## src/rtl/fpu_seq.sv

```systemverilog
// fpu_seq: two-requester sequencer in front of a single-issue FPU.
// Arbitrates round-robin between two requesters and captures the winning op.
// Pulses the FPU reset for one cycle, then runs the FPU until it reports done
// or the cycle budget runs out, and returns the result on a valid/ready port.
//
// Ports
//   clk, rst                    clock, async active-high reset
//   req_valid/req_ready [1:0]   per-requester handshake (ready is one-hot)
//   req_op/req_a/req_b/req_rm   packed {req1,req0} op, operands, rounding mode
//   fpu_opcode/in1/in2/round    operation presented to the FPU
//   fpu_rst, fpu_act            FPU reset / activate
//   fpu_out, fpu_flags, fpu_done FPU result, flags, completion
//   rsp_valid/rsp_ready         response handshake
//   rsp_id, rsp_data, rsp_flags, rsp_timeout  response payload
module fpu_seq #(
   parameter int unsigned TIMEOUT = 64
) (
   input  logic        clk,
   input  logic        rst,
   input  logic [1:0]  req_valid,
   output logic [1:0]  req_ready,
   input  logic [5:0]  req_op,
   input  logic [63:0] req_a,
   input  logic [63:0] req_b,
   input  logic [5:0]  req_rm,
   output logic [2:0]  fpu_opcode,
   output logic [31:0] fpu_in1,
   output logic [31:0] fpu_in2,
   output logic [2:0]  fpu_round,
   output logic        fpu_rst,
   output logic        fpu_act,
   input  logic [31:0] fpu_out,
   input  logic [7:0]  fpu_flags,
   input  logic        fpu_done,
   output logic        rsp_valid,
   input  logic        rsp_ready,
   output logic        rsp_id,
   output logic [31:0] rsp_data,
   output logic [7:0]  rsp_flags,
   output logic        rsp_timeout
);

   typedef enum logic [1:0] {StIdle, StClr, StRun, StResp} state_e;

   localparam logic [7:0] CNT_LAST = 8'(TIMEOUT - 1);

   state_e      state_q, state_d;
   logic        prio_q;        // requester favoured when both request
   logic [2:0]  op_q;
   logic [31:0] a_q, b_q;
   logic [2:0]  rm_q;
   logic        id_q;
   logic [7:0]  cnt_q;
   logic [31:0] data_q;
   logic [7:0]  flags_q;
   logic        timeout_q;

   logic        gnt_idx;
   logic        accept;
   logic [2:0]  sel_op;
   logic        timeout_hit;
   logic        busy;

   always_comb begin
      gnt_idx = (&req_valid) ? prio_q : req_valid[1];
      // rst gating keeps req_ready low while reset is held
      accept  = (state_q == StIdle) && !rst && (|req_valid);
      sel_op  = gnt_idx ? req_op[5:3] : req_op[2:0];
      req_ready = 2'b00;
      if (accept) req_ready = gnt_idx ? 2'b10 : 2'b01;
   end

   assign timeout_hit = (cnt_q == CNT_LAST);

   always_ff @(posedge clk or posedge rst) begin
      if (rst) state_q <= StIdle;
      else     state_q <= state_d;
   end

   always_comb begin
      state_d = state_q;
      case (state_q)
         StIdle:  if (accept) state_d = (sel_op <= 3'd4) ? StClr : StResp;
         StClr:   state_d = StRun;
         StRun:   if (fpu_done || timeout_hit) state_d = StResp;
         StResp:  if (rsp_ready) state_d = StIdle;
         default: state_d = StIdle;
      endcase
   end

   always_ff @(posedge clk or posedge rst) begin
      if (rst) begin
         prio_q    <= 1'b0;
         op_q      <= '0;
         a_q       <= '0;
         b_q       <= '0;
         rm_q      <= '0;
         id_q      <= 1'b0;
         cnt_q     <= '0;
         data_q    <= '0;
         flags_q   <= '0;
         timeout_q <= 1'b0;
      end else begin
         if (accept) begin
            op_q   <= sel_op;
            a_q    <= gnt_idx ? req_a[63:32] : req_a[31:0];
            b_q    <= gnt_idx ? req_b[63:32] : req_b[31:0];
            rm_q   <= gnt_idx ? req_rm[5:3] : req_rm[2:0];
            id_q   <= gnt_idx;
            prio_q <= ~gnt_idx;
            if (sel_op > 3'd4) begin
               // unsupported opcode: answer immediately as invalid
               data_q    <= '0;
               flags_q   <= 8'h04;
               timeout_q <= 1'b0;
            end
         end
         if (state_q == StClr) cnt_q <= '0;
         if (state_q == StRun) begin
            if (fpu_done) begin
               data_q    <= fpu_out;
               flags_q   <= fpu_flags;
               timeout_q <= 1'b0;
            end else if (timeout_hit) begin
               data_q    <= 32'h7FC0_0000;
               flags_q   <= 8'h04;
               timeout_q <= 1'b1;
            end else begin
               cnt_q <= cnt_q + 8'd1;
            end
         end
      end
   end

   assign busy = (state_q == StClr) || (state_q == StRun);

   always_comb begin
      fpu_opcode  = busy ? op_q : 3'd0;
      fpu_in1     = busy ? a_q : 32'd0;
      fpu_in2     = busy ? b_q : 32'd0;
      fpu_round   = busy ? rm_q : 3'd0;
      fpu_act     = (state_q == StRun);
      fpu_rst     = rst || (state_q == StClr);
      rsp_valid   = (state_q == StResp);
      rsp_id      = id_q;
      rsp_data    = data_q;
      rsp_flags   = flags_q;
      rsp_timeout = timeout_q;
   end

endmodule

```

## config.mk

```make
export PLATFORM = sky130hd
export DESIGN_NAME = fpu_seq
export DESIGN_NICKNAME = d
export VERILOG_FILES = /design/src/rtl/fpu_seq.sv
export SDC_FILE = /design/constraint.sdc
export NUM_CORES = 1
export LEC_CHECK = 0
export ABC_AREA = 1
export BUFFER_PORTS_ARGS = -buffer_cell sky130_fd_sc_hd__buf_2
export CAP_MARGIN = 20
export CORE_MARGIN = 3
export CORE_UTILIZATION = 50
export DETAILED_ROUTE_END_ITERATION = 10
export PLACE_DENSITY = 0.86
export SYNTH_ARGS = -nofsm -noshare
export SYNTH_HDL_FRONTEND = slang
export SYNTH_SLANG_ARGS = --single-unit
```

## constraint.sdc

```tcl
create_clock -name clk -period 7.9 [get_ports clk]
set_input_delay 0.395 -clock clk [delete_from_list [all_inputs] [get_ports clk]]
set_output_delay 0.395 -clock clk [all_outputs]
set_load 0.005 [all_outputs]
```

Word-level counts from Yosys, hierarchy flattened

Index checks and enable logic that the tools add are counted.

Word-level logic and storage cells: 67
Register bits after elaboration: 123
Output and inout bits: 117

Reduce and logical (&&, ||, !) cells: 10
Mux-type cells: 35
Eq/ne operators: 7
Add/sub/neg operators: 1
Order comparisons: 2
Bitwise operators: 1

Operators by type and width:

| kind                                                                    | number |
|---|---|
| 32-bit two-way mux                                                      | 9 |
| 8-bit two-way mux                                                       | 9 |
| 2-bit two-way mux                                                       | 6 |
| 3-bit two-way mux                                                       | 4 |
| 8-bit by 1-bit adder with 8-bit output, second input constant           | 1 |
| 8-bit by 6-bit == test with 1-bit output, second input constant         | 1 |
| 2-bit one-hot mux with 4 select lines                                   | 1 |
| 1-bit two-way mux                                                       | 6 |
| 2-bit == test, second input constant                                    | 2 |
| 2-bit by 1-bit inequality test with 1-bit output, second input constant | 2 |
| 3-bit greater-than comparator, second input constant                    | 1 |
| 3-bit less-or-equal comparator, second input constant                   | 1 |
| 1-bit logical OR                                                        | 3 |
| 3-bit AND reduction                                                     | 1 |
| 2-bit by 1-bit == test with 1-bit output, second input constant         | 1 |
| 1-bit logical AND                                                       | 2 |
| 2-bit logical NOT                                                       | 1 |
| 2-bit inequality test, second input constant                            | 1 |
| 2-bit AND reduction                                                     | 1 |
| 2-bit OR reduction                                                      | 1 |
| 1-bit logical NOT                                                       | 1 |
| 1-bit inverter                                                          | 1 |

Longest topological paths before layout

Gate-level depths: netlist of the first run.

Depth in word-level cells: 9
Mapped depth: 10
Depth with buffers taken out: 10

Worst setup path after synthesis of the first run

No wires, ideal clock.

Path type: input to output
From: input rst
To: output req_ready[1]
Required time: 7.505 ns
Slack: 3.589 ns
Stages on the path: 6
Buffers on the path: 1
Arrival: 3.916 ns
Cell sequence: inv_1 nand2_1 nor2_4 nand2_1 inv_2 buf_2

Cells in the longest elaborated chain, start to end: 4

Ends and longest elaborated chain:

| what                               | line | source |
|---|---|---|
| start: declaration                 | 19   | `input logic rst,` |
| 1-bit logical NOT (no source line) | -    |  |
| 1-bit logical AND (2 in a row)     | 67   | `accept = (state_q == StIdle) && !rst && (\|req_valid);` |
| 2-bit two-way mux                  | 70   | `if (accept) req_ready = gnt_idx ? 2'b10 : 2'b01;` |
| end: declaration                   | 21   | `output logic [1:0] req_ready,` |

No other way between the ends.

Final worst setup path of the first run

From: input rst
To: output req_ready[0]

Same word-level chain as after synthesis.

==> flow_summary.toml, run 1 <==
[run_status]
outcome = "finished, final reports clean"

[routing]
avgViaCountPerCell = 5.08
vias = 6389
wl_per_cell_um = 15.1
drt_iter0_markers = 640
firstDrtPassIters = 5
drt_wl_total_um = 18900
ant_nets = 0
drc = 0

[yosys]
synth_area_leaders = "dfrtp_1 50%, nand2_1 23%, nand3_1 9.0%, inv_1 5.6%, buf_6 1.8%"
synth_enable_flop_cells = 0
synth_top_area_cell = "dfrtp_1"
synth.avg_cell_area_um2 = 7.48
synth.distinct_cells = 27
synth_top_flop_cell = "dfrtp_1"
syn-num-nets = 1009
synth-seq-area-share_pct = 50.3
ys_ff_latch = 123
yosysWarnings = 0
synth_area_um2 = 6110
yosysMostFrequentCell = "nand2_1"
synth_commonest_cells = "382 x nand2_1, 123 x dfrtp_1, 110 x nand3_1"
synthArstFlopShare_pct = 100
synth.top_cell.area_share_pct = 50.3
syn_inst = 817

[sta]
setup_slack_ns = 4.63
fin_hold_ws_ns = 0.187
slew_headroom_pct = 35.4
max_freq_mhz = 306
min_period_ns = 3.27
finalSetupTns_ns = 0
setup_viol = 0
post-route-period-util_pct = 41.4
finalHoldViolCount = 0
worst_slew_pin_slew_ns = 0.967
rsz0062_at_grt = "no"
fin_skew_ns = 0.0117
report.final.slew_viol_count = 0

[worst_setup_path]
worst-setup-path-type = "in -> out"
critPathMaxFanout = 42
worstPathRequired_ns = 7.51
arrival_ns = 2.87
startpoint_type = "primary input"
cp-end-kind = "output port"

[floorplanning]
floorplan.initialDensity_pct = 52.4
core_area_um2 = 11700
io_pins = 303
dieArea_um2 = 13600
fp.dieW_um = 117
die_h_um = 117
num_rows = 39

[global_routing]
grt_pass1_wl_um = 28100
overflow = 0
use_met1_pct = 32.5
grt_pass1_vias = 5834
track_usage_pct = 26.4
antenna_found_initial = 0
met2_usage_pct = 43.8
top_usage_layer = "met2"
met3_usage_pct = 6.01
grt_max_degree = 76

[cts]
clk_latency_ns = 0.41
h-tree-depth = 4
cts_tree = "built"
clk_pin_slew_ns = 0.06
cts_max_path_buffers = 2
cts.sinks = 123
cts_made_buffers = 17
cts_root_buffer = "clkbuf_16"

[pwr]
switching_share_pct = 38.1
p_seq_share_pct = 34.3
intPower_mw = 1.96
power.switching_mw = 1.21
pwr_density_cell_nw_per_um2 = 385
irDropWorstVdd_v = 0.000223
p_clk_share_pct = 26.0
p_leak_nw = 5.16
p_comb_share_pct = 39.7

[placed_design]
place_congestion = 0.861
pre_cts_ws_ns = 5.16
portBuffers = 302
dpl.hpwl_um = 13500
placed_area_um2 = 7590

[worst_hold_path]
hold_class = "in -> reg"

[final_layout]
final_nets = 1294
final_util_pct = 70.5
diodes = 0
final_design_area_no_fill_um2 = 8220
fillers = 904
drive_above_1_share_pct = 32.7
area.growth.synth_to_final_pct = 34.4

[flow_run]
cap_violations = 0
## layout make-up
class	count	area, um2	area share (%)
clock buffer	18	429	5.22
clock inverter	14	193	2.34
inverter	98	370	4.51
multi-input combinational	553	2400	29.2
sequential	123	3080	37.5
tap	143	179	2.18
timing repair buffer	309	1570	19.1
## metrics by stage
step	cells	total power, mW
floorplan	817	1.82
global placement	1225	2.30
detailed placement	1225	2.34
CTS	1258	3.18
global route	1258	3.40
finish	1258	3.17
## worst paths after layout
kind | start | end | slack (ns) | depth (start not counted)
max | rst | req_ready[0] | 4.63 | 9
min | fpu_out[0] | rsp_data[0] | 0.19 | 3
max reg2reg | state_q[0] | rsp_data[6] | 5.60 | 6
min reg2reg | rsp_id | rsp_id | 0.47 | 2
max in group asynchronous | rst | a_q[13] | 6.37 | 4
min in group asynchronous | rst | a_q[3] | 0.54 | 3
## power by group through the flow
stage          Sequential, mW  Clock [mW]  Combinational, mW
6_report                 1.08       0.824               1.26
5_1_grt                  1.12       0.865               1.42
4_1_cts                  1.08       0.835               1.27
3_5_place_dp             1.08           0               1.26
3_3_place_gp             1.08           0               1.23
2_1_floorplan            1.06           0              0.758
## timing repair
action	4_1_cts	5_1_grt
hold endpoints to repair	9	0
buffers inserted	0	0
resized for setup	0	0
hold buffers	1	0
## layer usage
metal | vias up | wire length (um)
met2 | 367 | 9240
met4 | 0 | 907
li1 | 3048 | -
met3 | 66 | 1530
met5 | - | 0
met1 | 2908 | 7260
## worst max-delay path, stage by stage
cell	delay [ns]
dlygate4sd3_1	0.53
buf_2	0.13
inv_4	0.29
nand2_1	0.16
nor2_4	0.14
nand2_1	0.08
inv_2	0.38
buf_4	0.49
buf_2	0.21
## registers in the layout, indices dropped and copies added (netlist names)
name	count
a_q	32
b_q	32
rsp_data	32
cnt_q	8
rsp_flags	8
op_q	3
rm_q	3
state_q	2
prio_q	1
rsp_id	1
rsp_timeout	1
## cell usage in the layout (no fill, tap or decap), types with 3 or more instances in the layout
master     Yosys  final
nand2_1      382    382
clkinv_2       0      4
bufinv_16      0      4
ha_1           6      5
nand2_2        4      4
inv_2          4      4
dfrtp_1      123    123
a21oi_2        9      9
clkinv_4       0      3
inv_6          0      3
buf_2         17    302
inv_1         92     91
nor2_1        15     15
o21ai_0       10     10
clkbuf_16      0     17
buf_4          3      6
nand3_1      110    110
## cells by family after synthesis
kind of cell,count (synthesis),share of synthesized area (%)
XOR/XNOR,3,0.430
AO/OA/AOI/OAI,22,2.35
adder cells (fa/ha/maj),6,1.23
buffers and inverters,141,10.4
AND/OR/NAND/NOR,522,35.2
flip-flops,123,50.3
No activity file was read; power rests on OpenSTA's default activity.
==> inputs of run 2 (changes only) <==
Settings changed: CORE_UTILIZATION 50 to 42, PLACE_DENSITY 0.86 to 0.77.
Clock period 7.9 ns to 2.6 ns, I/O delays scaled along.
==> run 2 against run 1 <==
  * Core utilization up 2.9 points
  * Power rose to 3.4 times the previous value
  * Critical path depth up 1
  * Setup slack worse by 4.4 ns
==> flow_summary.toml, run 2 (synthesis results as in run 1) <==
[run_status]
outcome = "finished, final reports clean"

[flow_run]
cap_violations = 0

[floorplanning]
core_area_um2 = 14000
num_rows = 43
fp.dieW_um = 127
floorplan.initialDensity_pct = 43.5
io_pins = 303
die_h_um = 127
dieArea_um2 = 16000

[final_layout]
fin_cells = 1481
final_design_area_no_fill_um2 = 10300
layout_common_cells = "379 x nand2_1, 302 x buf_2, 173 x dlygate4sd3_1"
final_nets = 1478
final_util_pct = 73.4
area.growth.synth_to_final_pct = 68.6
final_common_cell = "nand2_1"
drive_above_1_share_pct = 31.5

[cts]
clk_pin_slew_ns = 0.06
h-tree-depth = 4
cts_tree = "built"
cts.sinks = 123
post_cts_resized = 0
clk_latency_ns = 0.41
post-cts-setup-buffers = 0
cts_made_buffers = 17
cts_max_path_buffers = 2
cts_root_buffer = "clkbuf_16"

[pwr]
power.switching_mw = 3.99
switching_share_pct = 37.1
intPower_mw = 6.77
p_clk_share_pct = 24.4
irDropWorstVdd_v = 0.000596
pwr_density_cell_nw_per_um2 = 1040
p_leak_nw = 6.04
p_seq_share_pct = 31.1
p_comb_share_pct = 44.5

[sta]
fin_skew_ns = 0.00761
min_period_ns = 2.38
post-route-period-util_pct = 91.5
fin_hold_ws_ns = 0.0401
setup_viol = 0
report.final.slew_viol_count = 0
max_freq_mhz = 420
finalHoldViolCount = 0
rsz0062_at_grt = "no"
slew_headroom_pct = 40.2
worst_slew_pin_slew_ns = 0.897

[worst_setup_path]
critPathMaxFanout = 38
worstPathRequired_ns = 2.94
worstPathCellList = "inv_1 -> ha_2 -> nand2_1 -> nor2_4 -> nand2_2 -> inv_2 -> buf_4 -> nand2_1 -> nand3_1 -> dlygate4sd3_1"
worst-setup-path-type = "reg -> reg"
cpPeakStageDelay_ns = 0.56
critPathTopFamily = "buffers and inverters"
critical_path_buf_inv_count = 4
cpMostUsedCell = "nand2_1"
startpoint_type = "register"
arrival_ns = 2.72
cp_slowest_cell = "dlygate4sd3_1"
cp-end-kind = "register"

[routing]
vias = 7471
ant_nets = 0
wl_per_cell_um = 15.9
avgViaCountPerCell = 5.04
drc = 0
drt_iter0_markers = 505
drt_wl_total_um = 23600
firstDrtPassIters = 7

[worst_hold_path]
hold_class = "in -> async"

[placed_design]
placed_area_um2 = 7910
place_inst = 1274
portBuffers = 302
dpl.hpwl_um = 13200
place_congestion = 0.841

[global_routing]
grt_pass1_wl_um = 37600
track_usage_pct = 29.1
antenna_found_initial = 2
grt_pass1_vias = 7732
overflow = 0
grt_max_degree = 72
==> run 2: per-stage QoR <==
step                      worst slack, ns  total power, mW  TNS, ns
final                               0.221             10.8        0
after global routing               0.0226             11.5        0
after CTS                           0.303             10.6        0
after detailed placement            0.422             7.49        0
after global placement              0.482             7.39        0
after floorplan                    -0.319             5.68   -31.18
==> run 2: timing repair <==
item	CTS	global route
endpoints found under the setup margin	0	0
hold buffers	173	0
endpoints found under the hold margin	106	0
==> run 2: power by group through the flow <==
stage / Clock [mW] / Sequential (mW) / Combinational (mW)
3_5_place_dp: 0 / 3.31 / 4.18
6_report: 2.62 / 3.35 / 4.79
2_1_floorplan: 0 / 3.25 / 2.43
4_1_cts: 2.65 / 3.30 / 4.63
3_3_place_gp: 0 / 3.30 / 4.09
5_1_grt: 2.74 / 3.43 / 5.30
==> run 2: area by class of cell <==
type / count / area [um2]
diodes: 2 / 5.00
clock buffers: 21 / 470
clock inverters: 11 / 190
fillers: 907 / 3730
inverters: 98 / 373
multi-input cells: 553 / 2550
flip-flops and latches: 123 / 3080
well taps: 180 / 225
repair buffers: 493 / 3420
==> run 2: worst paths after layout <==
check | startpoint | cells past startpoint | slack [ns] | end
worst max-delay path | state_q[0] | 10 | 0.22 | rm_q[0]
worst min-delay path | rst | 3 | 0.04 | cnt_q[7]
worst max register to register | state_q[0] | 10 | 0.22 | rm_q[0]
worst min register to register | rsp_id | 2 | 0.48 | rsp_id
max in group asynchronous | rst | 4 | 1.33 | b_q[6]
min in group clk | fpu_flags[2] | 4 | 0.06 | rsp_flags[2]
==> run 2: tightest hold or removal path, stage by stage <==
cell and delay [ns]:
buf_2 0.11, clkinvlp_4 0.07, buf_4 0.67
==> run 2: routing by layer <==
layer	vias to the layer above	global-route usage [%]	share of wire, %
met4	0	14.7	3.8
met1	3508	33.5	37
li1	3424	-	-
met3	93	7.24	8.8
met5	-	0	0
met2	446	50.2	50
==> inputs of run 3 (changes only) <==
Settings changed: GPL_TIMING_DRIVEN set to 0.
==> run 3 against run 2 <==
  * Register-to-register slack better by 0.43 ns
  * Largest cell class unchanged
  * Die area unchanged
  * Clock power down 13%
  * Maximum frequency shrank 3.1%
  * Routed wire length rose by 9.1%
  * First-iteration DRC count is 9.1% higher
  * Count of clock-buffer cells in the layout increased by 1
  * Final cell count up 1.8%
==> flow_summary.toml, run 3 (synthesis results as in run 1) <==
[run_status]
outcome = "finished, final reports clean"

[sta]
post-route-period-util_pct = 94.4
max_freq_mhz = 407
fin_hold_ws_ns = 0.101
fin_skew_ns = 0.0100
finalHoldViolCount = 0
worst_slew_pin_slew_ns = 0.596
rsz0062_at_grt = "no"
min_period_ns = 2.46
setup_viol = 0
report.final.slew_viol_count = 0
slew_headroom_pct = 60.0

[floorplanning]
dieArea_um2 = 16000
core_area_um2 = 14000
fp.dieW_um = 127
die_h_um = 127
floorplan.initialDensity_pct = 43.5
num_rows = 43
io_pins = 303

[cts]
cts_made_buffers = 17
h-tree-depth = 4
cts.sinks = 123
clk_pin_slew_ns = 0.05
cts_tree = "built"
cts_root_buffer = "clkbuf_16"
cts_max_path_buffers = 2
clk_latency_ns = 0.41

[pwr]
irDropWorstVdd_v = 0.000509
pwr_density_cell_nw_per_um2 = 986
p_leak_nw = 6.10

[worst_setup_path]
worstReg2RegStart = "state_q[0]"
cp-end-kind = "output port"
r2r_cells = 7
rr_endpoint = "rsp_data[17]"
critPathMaxFanout = 10
r2r_slack_ns = 0.65
worstPathRequired_ns = 2.47
worst-setup-path-type = "reg -> out"
arrival_ns = 2.33
startpoint_type = "register"

[routing]
drt_iter0_markers = 551
avgViaCountPerCell = 5.19
wl_per_cell_um = 17.1
drc = 0
ant_nets = 0
vias = 7821
drt_wl_total_um = 25800
firstDrtPassIters = 6

[placed_design]
portBuffers = 302
dpl.hpwl_um = 14800
place_congestion = 0.854

[final_layout]
final_nets = 1509
final_util_pct = 74.3
diodes = 0
multi_input_area_um2 = 2550
layout_common_cells = "379 x nand2_1, 313 x buf_2, 175 x dlygate4sd3_1"
final_common_cell = "nand2_1"
fillers = 898
ff_latch_area_um2 = 3080
area.growth.synth_to_final_pct = 70.7
drive_above_1_share_pct = 32.2

[global_routing]
antenna_found_initial = 0
grt_max_degree = 42
track_usage_pct = 32.0
overflow = 0
grt_pass1_wl_um = 40600
grt_pass1_vias = 8063

[worst_hold_path]
min-delay-start = "req_op[0]"
hold_class = "in -> reg"
min_path_cells = 5
whs_endpoint = "op_q[0]"

[flow_run]
cap_violations = 0
==> run 3: critical path, stage by stage, from the launching register on <==
cell and delay [ns]:
dfrtp_1 0.41, inv_1 0.11, ha_1 0.28, clkbuf_1 0.38
clkbuf_1 0.39, nand2_1 0.16, inv_1 0.09, buf_2 0.12
==> run 3: final cells by class <==
cell class	instances	area share, %
repair inverters	1	0.0480
clock buffers	22	4.45
clock inverters	8	0.911
inverters	98	3.57
multi-input cells	553	24.4
plain buffers	43	3.12
well taps	180	2.16
repair buffers	480	31.8
flip-flops and latches	123	29.5
==> run 3: report_power, final <==
part / leakage [nW] / switching [mW] / internal [mW]
clock: 0.272 / 0.840 / 1.44
sequential: 1.55 / 0.587 / 2.79
combinational: 4.27 / 2.67 / 1.96
==> run 3: metal layers <==
layer | track usage [%] | part of all wire [%] | vias to the layer above
li1 | - | - | 3477
met1 | 35.6 | 36 | 3639
met2 | 53.8 | 49 | 566
met3 | 8.88 | 9.6 | 139
met4 | 20.3 | 5.5 | 0
met5 | 0 | 0 | -
==> run 3: worst max path at each step <==
stage | startpoint | to | cells after the start
after floorplan | rst | b_q[10] | 9
after global placement | rst | b_q[12] | 9
after detailed placement | state_q[0] | fpu_in1[28] | 7
after CTS | state_q[0] | fpu_in1[28] | 7
after global routing | state_q[0] | fpu_in2[13] | 7
final | state_q[1] | fpu_in2[13] | 7
==> run 3: timing repair <==
item	CTS	global route
gates resized for setup	0	12
setup buffers	0	0
endpoints found under the hold margin	130	0
hold buffers	175	0
setup endpoints to repair	0	30
==> run 3: stage by stage <==
step	total power, mW	instances	setup slack (ns)	TNS [ns]	area [um2]
3_3_place_gp	7.38	1299	-1.49	-163.26	8050
3_5_place_dp	7.50	1302	0.462	0	8110
5_1_grt	11.0	1508	0.0408	0	10400
6_report	10.3	1508	0.144	0	10400
4_1_cts	10.0	1507	0.00930	0	10400
2_1_floorplan	5.68	817	-0.319	-31.18	6320
